`src/rtl/status_seg_display_pkg.sv`:
```
// Shared types and constants for the status display: FSM states, sizes,
// segment glyphs and the double-dabble step.
package status_seg_display_pkg;
    typedef enum logic [1:0] {IDLE, CONV_A, CONV_V, COMMIT} state_t;

    localparam int DIGITS    = 6;
    localparam int LINE_BITS = 8;
    localparam int VAL_BITS  = 7;

    // Active-low {g,f,e,d,c,b,a}
    localparam logic [6:0] SEG_BLANK = 7'h7F;
    localparam logic [6:0] SEG_DASH  = 7'b0111111;
    localparam logic [6:0] SEG_0     = 7'b1000000;
    localparam logic [6:0] SEG_1     = 7'b1111001;
    localparam logic [6:0] SEG_2     = 7'b0100100;
    localparam logic [6:0] SEG_3     = 7'b0110000;
    localparam logic [6:0] SEG_4     = 7'b0011001;
    localparam logic [6:0] SEG_5     = 7'b0010010;
    localparam logic [6:0] SEG_6     = 7'b0000010;
    localparam logic [6:0] SEG_7     = 7'b1111000;
    localparam logic [6:0] SEG_8     = 7'b0000000;
    localparam logic [6:0] SEG_9     = 7'b0010000;

    // One double-dabble iteration on three BCD nibbles: add-3 then shift in din.
    function automatic logic [11:0] dd_step(input logic [11:0] bcd, input logic din);
        logic [11:0] adj;
        adj = bcd;
        for (int i = 0; i < 3; i++) begin
            if (bcd[i*4 +: 4] >= 4'd5)
                adj[i*4 +: 4] = bcd[i*4 +: 4] + 4'd3;
        end
        return {adj[10:0], din};
    endfunction
endpackage

```
`src/rtl/status_seg_display_if.sv`:
```
// Core-debug-to-display bundle: numbers in, segment/anode drive and busy out.
interface status_seg_display_if;
    import status_seg_display_pkg::*;

    logic [LINE_BITS-1:0] line_no;
    logic [VAL_BITS-1:0]  value;
    logic [6:0]           seg;
    logic [DIGITS-1:0]    an;
    logic                 busy;

    modport master (output line_no, value, input seg, an, busy);
    modport slave  (input line_no, value, output seg, an, busy);
endinterface

```
`src/rtl/status_seg_display_bcd_seg_decode.sv`:
```
// BCD nibble to active-low seven-segment glyph; illegal nibbles show a dash.
module bcd_seg_decode
    import status_seg_display_pkg::*;
(
    input  logic [3:0] bcd,
    input  logic       blank,
    output logic [6:0] seg
);
    always_comb begin
        seg = SEG_DASH;
        if (blank) begin
            seg = SEG_BLANK;
        end else begin
            case (bcd)
                4'd0:    seg = SEG_0;
                4'd1:    seg = SEG_1;
                4'd2:    seg = SEG_2;
                4'd3:    seg = SEG_3;
                4'd4:    seg = SEG_4;
                4'd5:    seg = SEG_5;
                4'd6:    seg = SEG_6;
                4'd7:    seg = SEG_7;
                4'd8:    seg = SEG_8;
                4'd9:    seg = SEG_9;
                default: seg = SEG_DASH;
            endcase
        end
    end
endmodule

```
`src/rtl/status_seg_display.sv`:
```
// Six-digit status display: line number (left) and register value (right),
// converted to decimal sequentially and scanned onto a common-anode display.
module status_seg_display
    import status_seg_display_pkg::*;
#(
    parameter int REFRESH_DIV   = 50000,
    parameter bit BLANK_LEADING = 1'b1
) (
    input  logic clk,
    input  logic rst,
    status_seg_display_if.slave bus
);
    localparam int RW = (REFRESH_DIV > 1) ? $clog2(REFRESH_DIV) : 1;

    state_t                   state_q, state_d;
    logic [2:0]               iter_q;
    logic [LINE_BITS-1:0]     snap_line_q;
    logic [VAL_BITS-1:0]      snap_val_q;
    logic                     valid_q;
    logic [11:0]              bcd_a_q, bcd_v_q;
    logic [DIGITS-1:0][3:0]   digit_q;
    logic [RW-1:0]            ref_cnt_q;
    logic [2:0]               idx_q;
    logic [6:0]               seg_q, seg_dec;
    logic [DIGITS-1:0]        an_q;
    logic                     start;
    logic [3:0]               cur, hun, ten;
    logic                     blank;

    // A fresh conversion is needed until something is shown, or when the inputs move.
    assign start = (state_q == IDLE) &&
                   (!valid_q || {bus.line_no, bus.value} != {snap_line_q, snap_val_q});

    always_ff @(posedge clk or posedge rst) begin
        if (rst) state_q <= IDLE;
        else     state_q <= state_d;
    end

    always_comb begin
        state_d = state_q;
        case (state_q)
            IDLE:    if (start) state_d = CONV_A;
            CONV_A:  if (iter_q == 3'd7) state_d = CONV_V;
            CONV_V:  if (iter_q == 3'd6) state_d = COMMIT;
            COMMIT:  state_d = IDLE;
            default: state_d = IDLE;
        endcase
    end

    always_ff @(posedge clk or posedge rst) begin
        if (rst) begin
            snap_line_q <= '0;
            snap_val_q  <= '0;
            bcd_a_q     <= '0;
            bcd_v_q     <= '0;
            iter_q      <= '0;
            digit_q     <= '0;
            valid_q     <= 1'b0;
        end else begin
            case (state_q)
                IDLE: if (start) begin
                    snap_line_q <= bus.line_no;
                    snap_val_q  <= bus.value;
                    bcd_a_q     <= '0;
                    bcd_v_q     <= '0;
                    iter_q      <= '0;
                end
                CONV_A: begin
                    bcd_a_q <= dd_step(bcd_a_q, snap_line_q[3'd7 - iter_q]);
                    iter_q  <= iter_q + 3'd1;
                end
                CONV_V: begin
                    bcd_v_q <= dd_step(bcd_v_q, snap_val_q[3'd6 - iter_q]);
                    iter_q  <= (iter_q == 3'd6) ? 3'd0 : iter_q + 3'd1;
                end
                COMMIT: begin
                    // All six digits swap in one edge so the display never tears.
                    digit_q <= {bcd_a_q, bcd_v_q};
                    valid_q <= 1'b1;
                end
                default: ;
            endcase
        end
    end

    always_ff @(posedge clk or posedge rst) begin
        if (rst) begin
            ref_cnt_q <= '0;
            idx_q     <= '0;
        end else if (ref_cnt_q == RW'(REFRESH_DIV - 1)) begin
            ref_cnt_q <= '0;
            idx_q     <= (idx_q == 3'd5) ? 3'd0 : idx_q + 3'd1;
        end else begin
            ref_cnt_q <= ref_cnt_q + 1'b1;
        end
    end

    // Leading-zero blanking looks at the hundreds/tens of the group being scanned.
    always_comb begin
        cur   = digit_q[idx_q];
        hun   = (idx_q >= 3'd3) ? digit_q[5] : digit_q[2];
        ten   = (idx_q >= 3'd3) ? digit_q[4] : digit_q[1];
        blank = 1'b0;
        if (BLANK_LEADING) begin
            case (idx_q)
                3'd2, 3'd5: blank = (hun == 4'd0);
                3'd1, 3'd4: blank = (hun == 4'd0) && (ten == 4'd0);
                default:    blank = 1'b0;
            endcase
        end
    end

    bcd_seg_decode u_dec (
        .bcd   (cur),
        .blank (blank),
        .seg   (seg_dec)
    );

    always_ff @(posedge clk or posedge rst) begin
        if (rst) begin
            an_q  <= '1;
            seg_q <= SEG_BLANK;
        end else begin
            an_q  <= valid_q ? ~(6'b000001 << idx_q) : '1;
            seg_q <= valid_q ? seg_dec : SEG_BLANK;
        end
    end

    assign bus.an   = an_q;
    assign bus.seg  = seg_q;
    assign bus.busy = (state_q != IDLE);
endmodule
```
`src/flat_wrapper.sv`:
```
// flat-port wrapper written by rule: the top's interface ports become plain ports
module status_seg_display_flat import status_seg_display_pkg::*;
#(
    parameter int REFRESH_DIV   = 50000,
    parameter bit BLANK_LEADING = 1'b1
)
  (clk, rst, bus_line_no, bus_value, bus_seg, bus_an, bus_busy);
  status_seg_display_if bus_i ();
  input  logic clk;
  input  logic rst;
  input wire logic [$bits(bus_i.line_no)-1:0] bus_line_no;
  input wire logic [$bits(bus_i.value)-1:0] bus_value;
  output wire logic [$bits(bus_i.seg)-1:0] bus_seg;
  output wire logic [$bits(bus_i.an)-1:0] bus_an;
  output wire logic [$bits(bus_i.busy)-1:0] bus_busy;
  assign bus_i.line_no = bus_line_no;
  assign bus_i.value = bus_value;
  assign bus_seg = bus_i.seg;
  assign bus_an = bus_i.an;
  assign bus_busy = bus_i.busy;
  status_seg_display #(.REFRESH_DIV(REFRESH_DIV), .BLANK_LEADING(BLANK_LEADING)) u_core (.clk(clk), .rst(rst), .bus(bus_i));
endmodule
```
`config.mk`:
```
export PLATFORM = sky130hd
export DESIGN_NAME = status_seg_display_flat
export DESIGN_NICKNAME = d
export VERILOG_FILES = /design/src/rtl/status_seg_display_pkg.sv /design/src/rtl/status_seg_display_if.sv /design/src/rtl/status_seg_display_bcd_seg_decode.sv /design/src/rtl/status_seg_display.sv /design/src/flat_wrapper.sv
export SDC_FILE = /design/constraint.sdc
export NUM_CORES = 1
export LEC_CHECK = 0
export CORE_MARGIN = 1
export CORE_UTILIZATION = 50
export DETAILED_ROUTE_END_ITERATION = 12
export GPL_ROUTABILITY_DRIVEN = 0
export PLACE_DENSITY = 0.69
export SYNTH_ARGS = -nofsm -noshare
export SYNTH_HDL_FRONTEND = slang
export SYNTH_SLANG_ARGS = --single-unit
```
`constraint.sdc`:
```
create_clock -name clk -period 7.3 [get_ports clk]
set_input_delay 1.095 -clock clk [delete_from_list [all_inputs] [get_ports clk]]
set_output_delay 1.095 -clock clk [all_outputs]
set_load 0.01 [all_outputs]
```
==> run_results.csv, run 1 <==
group,metric,value,unit
timing,worst_slack,4.21,ns
global_route,grt_antenna_before_repair,0,
worst_setup_path,timing.critical_path.to_type,"output port",
clock_network,clk_latency,0.36,ns
timing,whs,0.477,ns
final_layout,fillCellCount,885,
worst_setup_path,timing.critical_path.mode_cell,"inv_1",
clock_network,cts-root-buf,"clkbuf_8",
synth,netlist.top_cell.by_area,"dfrtp_1",
placed_design,pre_cts_slack,3.85,ns
clock_network,cts_setup_buffers,0,
clock_network,cts-resized-gates,0,
worst_setup_path,crit_path_top_delay_cell,"ha_1",
clock_network,cts_buffers,9,
timing,period_minus_slack,3.09,ns
synth,share_of_the_yosys_chip_area_belonging_to_registers,0.482,
clock_network,cts_tree,"done",
synth,avgSynthCellArea,11.5,sq um
global_route,grtUsageTotal,0.189,
pwr,power.density_cell_area,316,nW/um^2
routing,firstDrtPassIters,5,
synth,ys_types,49,
final_layout,layout-drive-gt1-share,0.170,
pwr,fin_total_pwr,1.85,mW
timing,final.setup_skew,0.0109,ns
floorplanning,die-height,105,microns
final_layout,multiInputGateArea,2550,sq um
synth,synth_flop_cell,"dfrtp_1",
global_route,grt_start_max_net_pins,57,
floorplanning,initial_core_util,0.513,
placed_design,port-buffer-count,30,
clock_network,clkSlewWorstSetupHoldPaths,0.10,ns
clock_network,cts.sinks,101,
global_route,grt_pass1_vias,3524,
synth,postSynthNetCount,504,
final_layout,antenna-diode-count,0,
floorplanning,design.core.area,10300,sq um
final_layout,fin_nets,527,
job,max_cap_viol_count,0,
run_status,status,"finished clean",
global_route,grt_overflow,0,
worst_setup_path,critPathRequiredTime,6.20,ns
timing,fmax,323,MHz
placed_design,placedCellCount,608,
synth,postSynthCellCount,460,
clock_network,h-tree-depth,3,
timing,drv_slew,0,
final_layout,syn2layout_area_growth,11.1,%
synth,number_of_flops_mapped_to_enable_cells_by_yosys,0,
worst_setup_path,timing.critical_path.fanout_max,11,
synth,synth.area.top_cells,"dfrtp_1 42%, mux2_2 8.8%, dfstp_2 6.5%",
clock_network,cts_buffer_depth,2,
synth,async_flop_share,1.00,
routing,route.detailed.drc,0,
worst_hold_path,worst_hold_path_type,"reg -> reg",
final_layout,area.sequential,2540,sq um
final_layout,finalNonFillerCells,624,
timing,rsz0062_at_grt,"no",
timing,max_slew.worst_pin.slew,1.09,ns
timing,totalNegativeSetupSlack,0,ns
clock_network,holdBufCountCts,0,
placed_design,post-dp-hpwl,6890,microns
routing,num_vias,3513,
pwr,p_leak,2.53,nW
pwr,peakVddDrop,192,uV
routing,viasPerCell,5.63,
worst_setup_path,crit_path_cell_trace,"inv_1 > ha_1 > inv_1 > clkdlybuf4s50_1",
synth,mappedNetlistArea,5280,sq um
worst_setup_path,slowest_delay,0.52,ns
timing,setup_viol,0,
worst_setup_path,crit_path_start_kind,"register",
routing,drt-initial-drc-count,158,
floorplanning,io_pins,31,
routing,avgRoutedWirePerCell,15.5,microns
synth,synth.ff_latch_count,101,
worst_setup_path,path_class,"reg -> out",
routing,detail-route-antenna-nets,0,
floorplanning,die_area,11000,sq um
floorplanning,fp-row-count,37,
global_route,first_pass_grt_wire_length,16700,microns
routing,drt_wl_total,9640,microns
timing,period_share,0.424,
worst_setup_path,crit_arrival,2.00,ns
timing,maxSlewHeadroom,0.276,
synth,synthDominantCellAreaShare,0.417,
timing,hold_viol_final,0,
synth,ys_warn_count,0,
floorplanning,die_width,105,microns
## state kept, by name, summed over array words and instances, names as in the netlist, 6 cells and up
register and flops:
u_core.bcd_a_q 12, u_core.bcd_v_q 12, u_core.bus.an 6, u_core.bus.seg 7, u_core.digit_q 24, u_core.ref_cnt_q 16
u_core.snap_line_q 8, u_core.snap_val_q 7
## routing by layer
metal,vias to the layer above,routed length [microns],track usage
li1,1692,-,-
met1,1742,4550,0.254
met2,65,4660,0.313
met3,14,287,0.0368
met4,0,142,0.0533
met5,-,0,0
## critical path: cells and delay by family (launching register included)
family                   cells  cell delay [ns]
adder cells (fa/ha/maj)      1             0.52
buffers and inverters        3             0.70
flip-flops                   1             0.42
## cell usage in the layout, fill, tap and decap left out, types with 3 or more instances in the layout
cell type	count
and3_1	12
nor3_1	11
mux4_2	4
o2bb2ai_1	20
mux2i_1	15
clkbuf_8	10
o21ai_2	3
xor2_1	12
xnor2_1	26
dfrtp_1	88
a21oi_1	18
a221o_1	6
nor2_1	26
o21ai_0	12
nand3_1	10
nor2b_1	4
nand2b_1	8
ha_1	27
nor4_1	5
nor3b_1	3
nand2_1	19
o211ai_1	7
mux2_2	41
inv_1	21
nand4_1	4
clkdlybuf4s50_1	30
dfstp_2	13
inv_6	3
## stage by stage
step / cell area, sq um / util
5_1_grt: 5860 / 0.570
4_1_cts: 5860 / 0.570
6_report: 5860 / 0.570
2_1_floorplan: 5280 / -
3_5_place_dp: 5650 / 0.550
3_3_place_gp: 5650 / 0.550
## synthesized netlist by cell type, types with 3 or more instances
cell type and n:
xor2_1 12, nand3_1 10, ha_1 27, xnor2_1 26
o211ai_1 7, and3_1 12, buf_4 3, mux4_2 4
o2bb2ai_1 20, a221o_1 6, o21ai_2 3, nand4_1 4
dfstp_2 13, mux2_2 41, o21ai_0 12, buf_2 5
nor2_1 26, nor2b_1 4, clkbuf_1 7, mux2i_1 15
inv_1 22, a21oi_1 18, nor3_1 11, nand2_1 19
nor4_1 5, nor3b_1 3, nand2b_1 8, dfrtp_1 88
## power by group
group          internal (mW)  leakage [nW]  total [mW]  switching [mW]
clock network          0.171         0.104       0.371           0.200
logic                  0.348          1.13       0.688           0.339
registers              0.687          1.30       0.795           0.108
total                   1.21          2.53        1.85           0.647
## cells by family (layout without fill, tap and decap cells)
group,Yosys count,in the layout,share of synthesized area
and+or+nand+nor,115,115,0.115
DFF,101,101,0.482
AOI/OAI and AO/OA,77,77,0.105
muxes,61,61,0.136
buffers and inverters,41,69,0.0353
xor gates and xnor gates,38,38,0.0631
adders and majority gates,27,27,0.0640
## final timing paths
path	startpoint	endpoint	slack [ns]	cells past startpoint
max	u_core.state_q[0]	bus_busy	4.21	4
min	u_core.ref_cnt_q[0]	u_core.ref_cnt_q[0]	0.48	1
max reg2reg	u_core.state_q[0]	u_core.state_q[1]	4.52	7
min reg2reg	u_core.ref_cnt_q[0]	u_core.ref_cnt_q[0]	0.48	1
max in group asynchronous	rst	u_core.bcd_a_q[8]	5.06	3
min in group asynchronous	rst	u_core.snap_line_q[0]	1.12	2
## final cells by class
cell class	count	share of cell area
multi-input cells	318	0.435
flip-flops and latches	101	0.434
repair buffers	31	0.0525
well taps	136	0.0290
clock buffers	10	0.0235
inverters	22	0.0145
clock inverters	6	0.0117
No activity file was read; power rests on OpenSTA's default activity.
==> run 2, diff against run 1 <==
==> constraint.sdc (replaced) <==
create_clock -name clk -period 3.15 [get_ports clk]
set_input_delay 0.4725 -clock clk [delete_from_list [all_inputs] [get_ports clk]]
set_output_delay 0.4725 -clock clk [all_outputs]
set_load 0.01 [all_outputs]
==> run 2 against run 1 <==
Net effect: non-clock buffer count grew 2; final cell count up 0.32%; first-iteration DRC count fell by 32%; via count grew 0.54%; global-route usage rose by 0.13 points; sequential share of layout area fell by 0.12 points; sequential power rose by 130%; core utilization rose by 0.16 points; setup slack worse by 3.4 ns; clock skew rose by 0.00098 ns; largest cell class unchanged.
==> run_results.csv, run 2 (same netlist as run 1, synthesis figures left out) <==
group,metric,value,unit
run_status,status,"finished clean",
timing,drv_slew,0,
timing,max_slew.worst_pin.slew,1.04,ns
floorplanning,fp-row-count,37,
pwr,peakVddDrop,400,uV
final_layout,multiInputGateArea,2550,sq um
floorplanning,design.core.area,10300,sq um
clock_network,cts_setup_buffers,0,
routing,drt-initial-drc-count,108,
clock_network,clk_latency,0.38,ns
worst_hold_path,worst_hold_path_type,"in -> async",
placed_design,port-buffer-count,30,
pwr,power.density_cell_area,722,nW/um^2
final_layout,regMostFlops,"u_core.digit_q",
pwr,p_comb_frac,0.373,
timing,period_share,0.756,
final_layout,mostFrequentLayoutCell,"dfrtp_1",
clock_network,cts-root-buf,"clkbuf_8",
final_layout,antenna-diode-count,0,
global_route,first_pass_grt_wire_length,16700,microns
worst_setup_path,timing.critical_path.to_type,"register",
final_layout,syn2layout_area_growth,11.4,%
timing,final.setup_skew,0.0118,ns
final_layout,top_library_cells_by_usage_in_the_layout_fill_and_taps_aside,"88 x dfrtp_1, 41 x mux2_2, 30 x clkdlybuf4s50_1",
pwr,seq_power_share,0.436,
floorplanning,die_area,11000,sq um
routing,route.detailed.drc,0,
floorplanning,io_pins,31,
worst_setup_path,path_class,"reg -> reg",
timing,hold_viol_final,0,
placed_design,pre_cts_slack,0.394,ns
final_layout,fillCellCount,916,
floorplanning,die-height,105,microns
timing,setup_viol,0,
timing,totalNegativeSetupSlack,0,ns
final_layout,fin_nets,529,
worst_setup_path,crit_arrival,2.68,ns
routing,drt_wl_total,9550,microns
timing,period_minus_slack,2.38,ns
global_route,grt_antenna_before_repair,0,
global_route,grt_overflow,0,
global_route,grt_start_max_net_pins,64,
pwr,switching_share,0.349,
pwr,clkPwrFrac,0.191,
placed_design,place_area,5680,sq um
floorplanning,die_width,105,microns
final_layout,largest_reg_flops,24,
clock_network,cts_buffers,9,
final_layout,largest_registers,"u_core.digit_q x24, u_core.ref_cnt_q x16",
floorplanning,initial_core_util,0.513,
clock_network,cts_buffer_depth,2,
timing,fmax,420,MHz
global_route,grt_pass1_vias,3537,
timing,worst_slack,0.769,ns
pwr,cell_internal_power,2.76,mW
worst_setup_path,critPathRequiredTime,3.45,ns
worst_setup_path,timing.critical_path.fanout_max,16,
timing,rsz0062_at_grt,"no",
placed_design,post-dp-hpwl,6930,microns
routing,avgRoutedWirePerCell,15.2,microns
routing,num_vias,3532,
clock_network,cts.sinks,101,
job,max_cap_viol_count,0,
pwr,p_sw,1.48,mW
clock_network,h-tree-depth,3,
pwr,p_leak,2.54,nW
clock_network,cts_tree,"done",
routing,detail-route-antenna-nets,0,
clock_network,cts-resized-gates,0,
timing,maxSlewHeadroom,0.309,
pwr,fin_total_pwr,4.24,mW
final_layout,finalInstanceArea,5880,sq um
global_route,grtUsageTotal,0.190,
final_layout,layout-drive-gt1-share,0.173,
clock_network,clkSlewWorstSetupHoldPaths,0.10,ns
clock_network,holdBufCountCts,0,
final_layout,area.sequential,2540,sq um
routing,firstDrtPassIters,4,
routing,viasPerCell,5.64,
worst_setup_path,crit_path_start_kind,"register",
[run 2: cell type report]
type | instances | area share
inverter | 22 | 0.0145
timing repair buffer | 33 | 0.0571
clock buffer | 12 | 0.0281
tap | 136 | 0.0290
sequential | 101 | 0.433
multi-input combinational | 318 | 0.433
clock inverter | 4 | 0.00511
[run 2: metal layers]
metal | GRT usage | vias up | part of all wire
li1 | - | 1694 | -
met1 | 0.242 | 1757 | 0.45
met2 | 0.315 | 63 | 0.49
met3 | 0.0405 | 18 | 0.029
met4 | 0.0815 | 0 | 0.024
met5 | 0 | - | 0
[run 2: critical path, stage by stage, from the launching register on]
cell and delay (ns):
dfrtp_1 0.72, mux2i_1 0.28, nor2_1 0.06, nor3_1 0.50
inv_1 0.18, ha_1 0.25, o21ai_0 0.07, a21oi_1 0.08
o21ai_1 0.17
[run 2: worst paths after layout]
check | startpoint | endpoint | slack, ns | cells after the start
setup / recovery | u_core.idx_q[1] | u_core.bus.seg[4] | 0.77 | 8
hold / removal | rst | u_core.snap_line_q[0] | 0.47 | 2
setup reg to reg | u_core.idx_q[1] | u_core.bus.seg[4] | 0.77 | 8
hold reg to reg | u_core.ref_cnt_q[0] | u_core.ref_cnt_q[0] | 0.47 | 1
max in group asynchronous | rst | u_core.bus.seg[5] | 1.93 | 3
min in group clk | u_core.ref_cnt_q[0] | u_core.ref_cnt_q[0] | 0.47 | 1
[run 2: stage by stage]
stage	utilization	cells	hold slack, ns
global placement	0.553	610	0.451
floorplan	-	460	0.433
finish	0.572	626	0.467
CTS	0.572	626	0.466
global route	0.572	626	0.509
detailed placement	0.553	610	0.452
[run 2: power groups by stage]
| stage | clock network [mW] | logic [mW] | registers [mW] |
|---|---|---|---|
| 2_1_floorplan | 0 | 1.27 | 1.80 |
| 3_3_place_gp | 0 | 1.55 | 1.86 |
| 3_5_place_dp | 0 | 1.59 | 1.88 |
| 4_1_cts | 0.823 | 1.60 | 1.85 |
| 5_1_grt | 0.875 | 1.77 | 1.89 |
| 6_report | 0.811 | 1.58 | 1.85 |
==> run 3, diff against run 2 <==
==> constraint.sdc (replaced) <==
create_clock -name clk -period 2.4 [get_ports clk]
set_input_delay 0.36 -clock clk [delete_from_list [all_inputs] [get_ports clk]]
set_output_delay 0.36 -clock clk [all_outputs]
set_load 0.01 [all_outputs]
==> run 3 against run 2 <==
Net effect: final area grew 1.6%; clock skew shrank 0.00071 ns; die area unchanged; sequential power increased by 31%; global-route usage about the same; critical endpoint is now bus_busy; largest cell class unchanged; largest power group unchanged.
==> run_results.csv, run 3 (same netlist as run 1, synthesis figures left out) <==
group,metric,value,unit
run_status,status,"finished clean",
clock_network,clkSlewWorstSetupHoldPaths,0.10,ns
routing,detail-route-antenna-nets,0,
timing,whs,0.427,ns
routing,viasPerCell,5.57,
floorplanning,die_area,11000,sq um
timing,max_slew.worst_pin.slew,0.669,ns
worst_setup_path,crit_path_cell_trace,"inv_1 > ha_1 > buf_4 > inv_1 > clkdlybuf4s50_1",
clock_network,h-tree-depth,3,
routing,avgRoutedWirePerCell,14.8,microns
pwr,peakVddDrop,557,uV
timing,rsz0062_at_grt,"no",
placed_design,post-dp-hpwl,6960,microns
worst_setup_path,path_delay_family,"buffers and inverters",
placed_design,pre_cts_slack,-0.0203,ns
worst_setup_path,path_class,"reg -> out",
clock_network,holdBufCountCts,0,
clock_network,clk_latency,0.36,ns
clock_network,cts_buffers,9,
routing,route.detailed.drc,0,
routing,num_vias,3538,
pwr,power.density_cell_area,939,nW/um^2
global_route,first_pass_grt_wire_length,16700,microns
timing,maxSlewHeadroom,0.554,
clock_network,cts.sinks,101,
final_layout,antenna-diode-count,0,
worst_hold_path,worst_hold_path_type,"in -> async",
timing,period_minus_slack,2.21,ns
final_layout,largest_reg_flops,24,
global_route,grtUsageTotal,0.190,
final_layout,layout-drive-gt1-share,0.186,
pwr,clkPwrFrac,0.187,
timing,hold_viol_final,0,
final_layout,syn2layout_area_growth,13.1,%
worst_setup_path,timing.critical_path.mode_cell,"inv_1",
timing,fmax,452,MHz
timing,period_share,0.922,
routing,drt_wl_total,9420,microns
clock_network,cts-resized-gates,0,
worst_setup_path,crit_path_top_delay_cell,"clkdlybuf4s50_1",
clock_network,cts_setup_buffers,0,
final_layout,fin_nets,539,
pwr,p_leak,2.59,nW
final_layout,top_library_cells_by_usage_in_the_layout_fill_and_taps_aside,"88 x dfrtp_1, 41 x mux2_2, 30 x clkdlybuf4s50_1",
timing,setup_viol,0,
placed_design,placedCellCount,620,
final_layout,mostFrequentLayoutCell,"dfrtp_1",
clock_network,cts-root-buf,"clkbuf_8",
clock_network,cts_buffer_depth,2,
final_layout,largest_registers,"u_core.digit_q x24, u_core.ref_cnt_q x16",
pwr,fin_total_pwr,5.61,mW
pwr,p_comb_frac,0.381,
timing,final.setup_skew,0.0111,ns
timing,worst_slack,0.187,ns
worst_setup_path,ff2ff_setup_slack,0.22,ns
placed_design,place_area,5780,sq um
worst_setup_path,timing.critical_path.fanout_max,10,
global_route,grt_overflow,0,
worst_setup_path,path_buf_inv,4,
floorplanning,die-height,105,microns
floorplanning,initial_core_util,0.513,
global_route,grt_start_max_net_pins,60,
pwr,seq_power_share,0.432,
final_layout,utilization,0.581,
worst_setup_path,crit_path_start_kind,"register",
routing,firstDrtPassIters,4,
final_layout,finalInstanceArea,5970,sq um
final_layout,finalNonFillerCells,635,
floorplanning,die_width,105,microns
placed_design,port-buffer-count,30,
worst_setup_path,crit_arrival,1.85,ns
pwr,cell_internal_power,3.68,mW
clock_network,cts_tree,"done",
floorplanning,fp-row-count,37,
timing,totalNegativeSetupSlack,0,ns
worst_setup_path,timing.critical_path.to_type,"output port",
global_route,grt_antenna_before_repair,0,
pwr,p_sw,1.93,mW
routing,drt-initial-drc-count,178,
global_route,grt_pass1_vias,3525,
floorplanning,design.core.area,10300,sq um
worst_setup_path,slowest_delay,0.52,ns
worst_setup_path,critPathRequiredTime,2.04,ns
pwr,switching_share,0.343,
job,max_cap_viol_count,0,
timing,drv_slew,0,
final_layout,regMostFlops,"u_core.digit_q",
floorplanning,io_pins,31,
[run 3: changes by cell type in the layout (fill, tap and decap cells not counted), sizes merged]
cell / previous run / this run
bufinv: 0 / 1
inv: 23 / 22
clkinvlp: 1 / 2
buf: 3 / 13
clkinv: 2 / 3
clkbuf: 12 / 9
[run 3: layout make-up]
type / count / area [sq um]
Inverter: 22 / 86.3
Fill cell: 867 / 4310
Timing Repair Buffer: 43 / 435
Multi-Input combinational cell: 318 / 2550
Tap cell: 136 / 170
Sequential cell: 101 / 2540
Clock buffer: 9 / 124
Clock inverter: 6 / 63.8
[run 3: path summary, 6_finish.rpt]
check                                    startpoint  cells past startpoint             endpoint
worst max-delay path              u_core.state_q[0]                      5             bus_busy
worst min-delay path                            rst                      3    u_core.digit_q[9]
worst max register to register      u_core.idx_q[0]                      7    u_core.bus.seg[1]
worst min register to register  u_core.ref_cnt_q[0]                      1  u_core.ref_cnt_q[0]
max in group asynchronous                       rst                      3     u_core.bus.an[2]
min in group clk                u_core.ref_cnt_q[0]                      1  u_core.ref_cnt_q[0]
[run 3: metal layers]
| layer | GRT usage | up-vias | share of wire |
|---|---|---|---|
| met4 | 0.0563 | 0 | 0.011 |
| met1 | 0.241 | 1761 | 0.46 |
| met3 | 0.0424 | 9 | 0.030 |
| met5 | 0 | - | 0 |
| met2 | 0.327 | 54 | 0.50 |
| li1 | - | 1714 | - |
[run 3: worst register-to-register path: stages, from the launching register on]
cell      delay (ns)
dfrtp_1         0.49
and2_1          0.19
ha_1            0.25
a211oi_1        0.28
mux2i_1         0.25
o21ai_0         0.11
nor2_1          0.36
o211ai_1        0.16
[run 3: power by group through the flow]
stage	Sequential (mW)	Clock, mW	Combinational (mW)
after floorplan	2.36	0	1.67
after global placement	2.44	0	2.10
after detailed placement	2.46	0	2.16
after CTS	2.42	1.08	2.16
after global routing	2.48	1.15	2.38
final	2.42	1.05	2.14
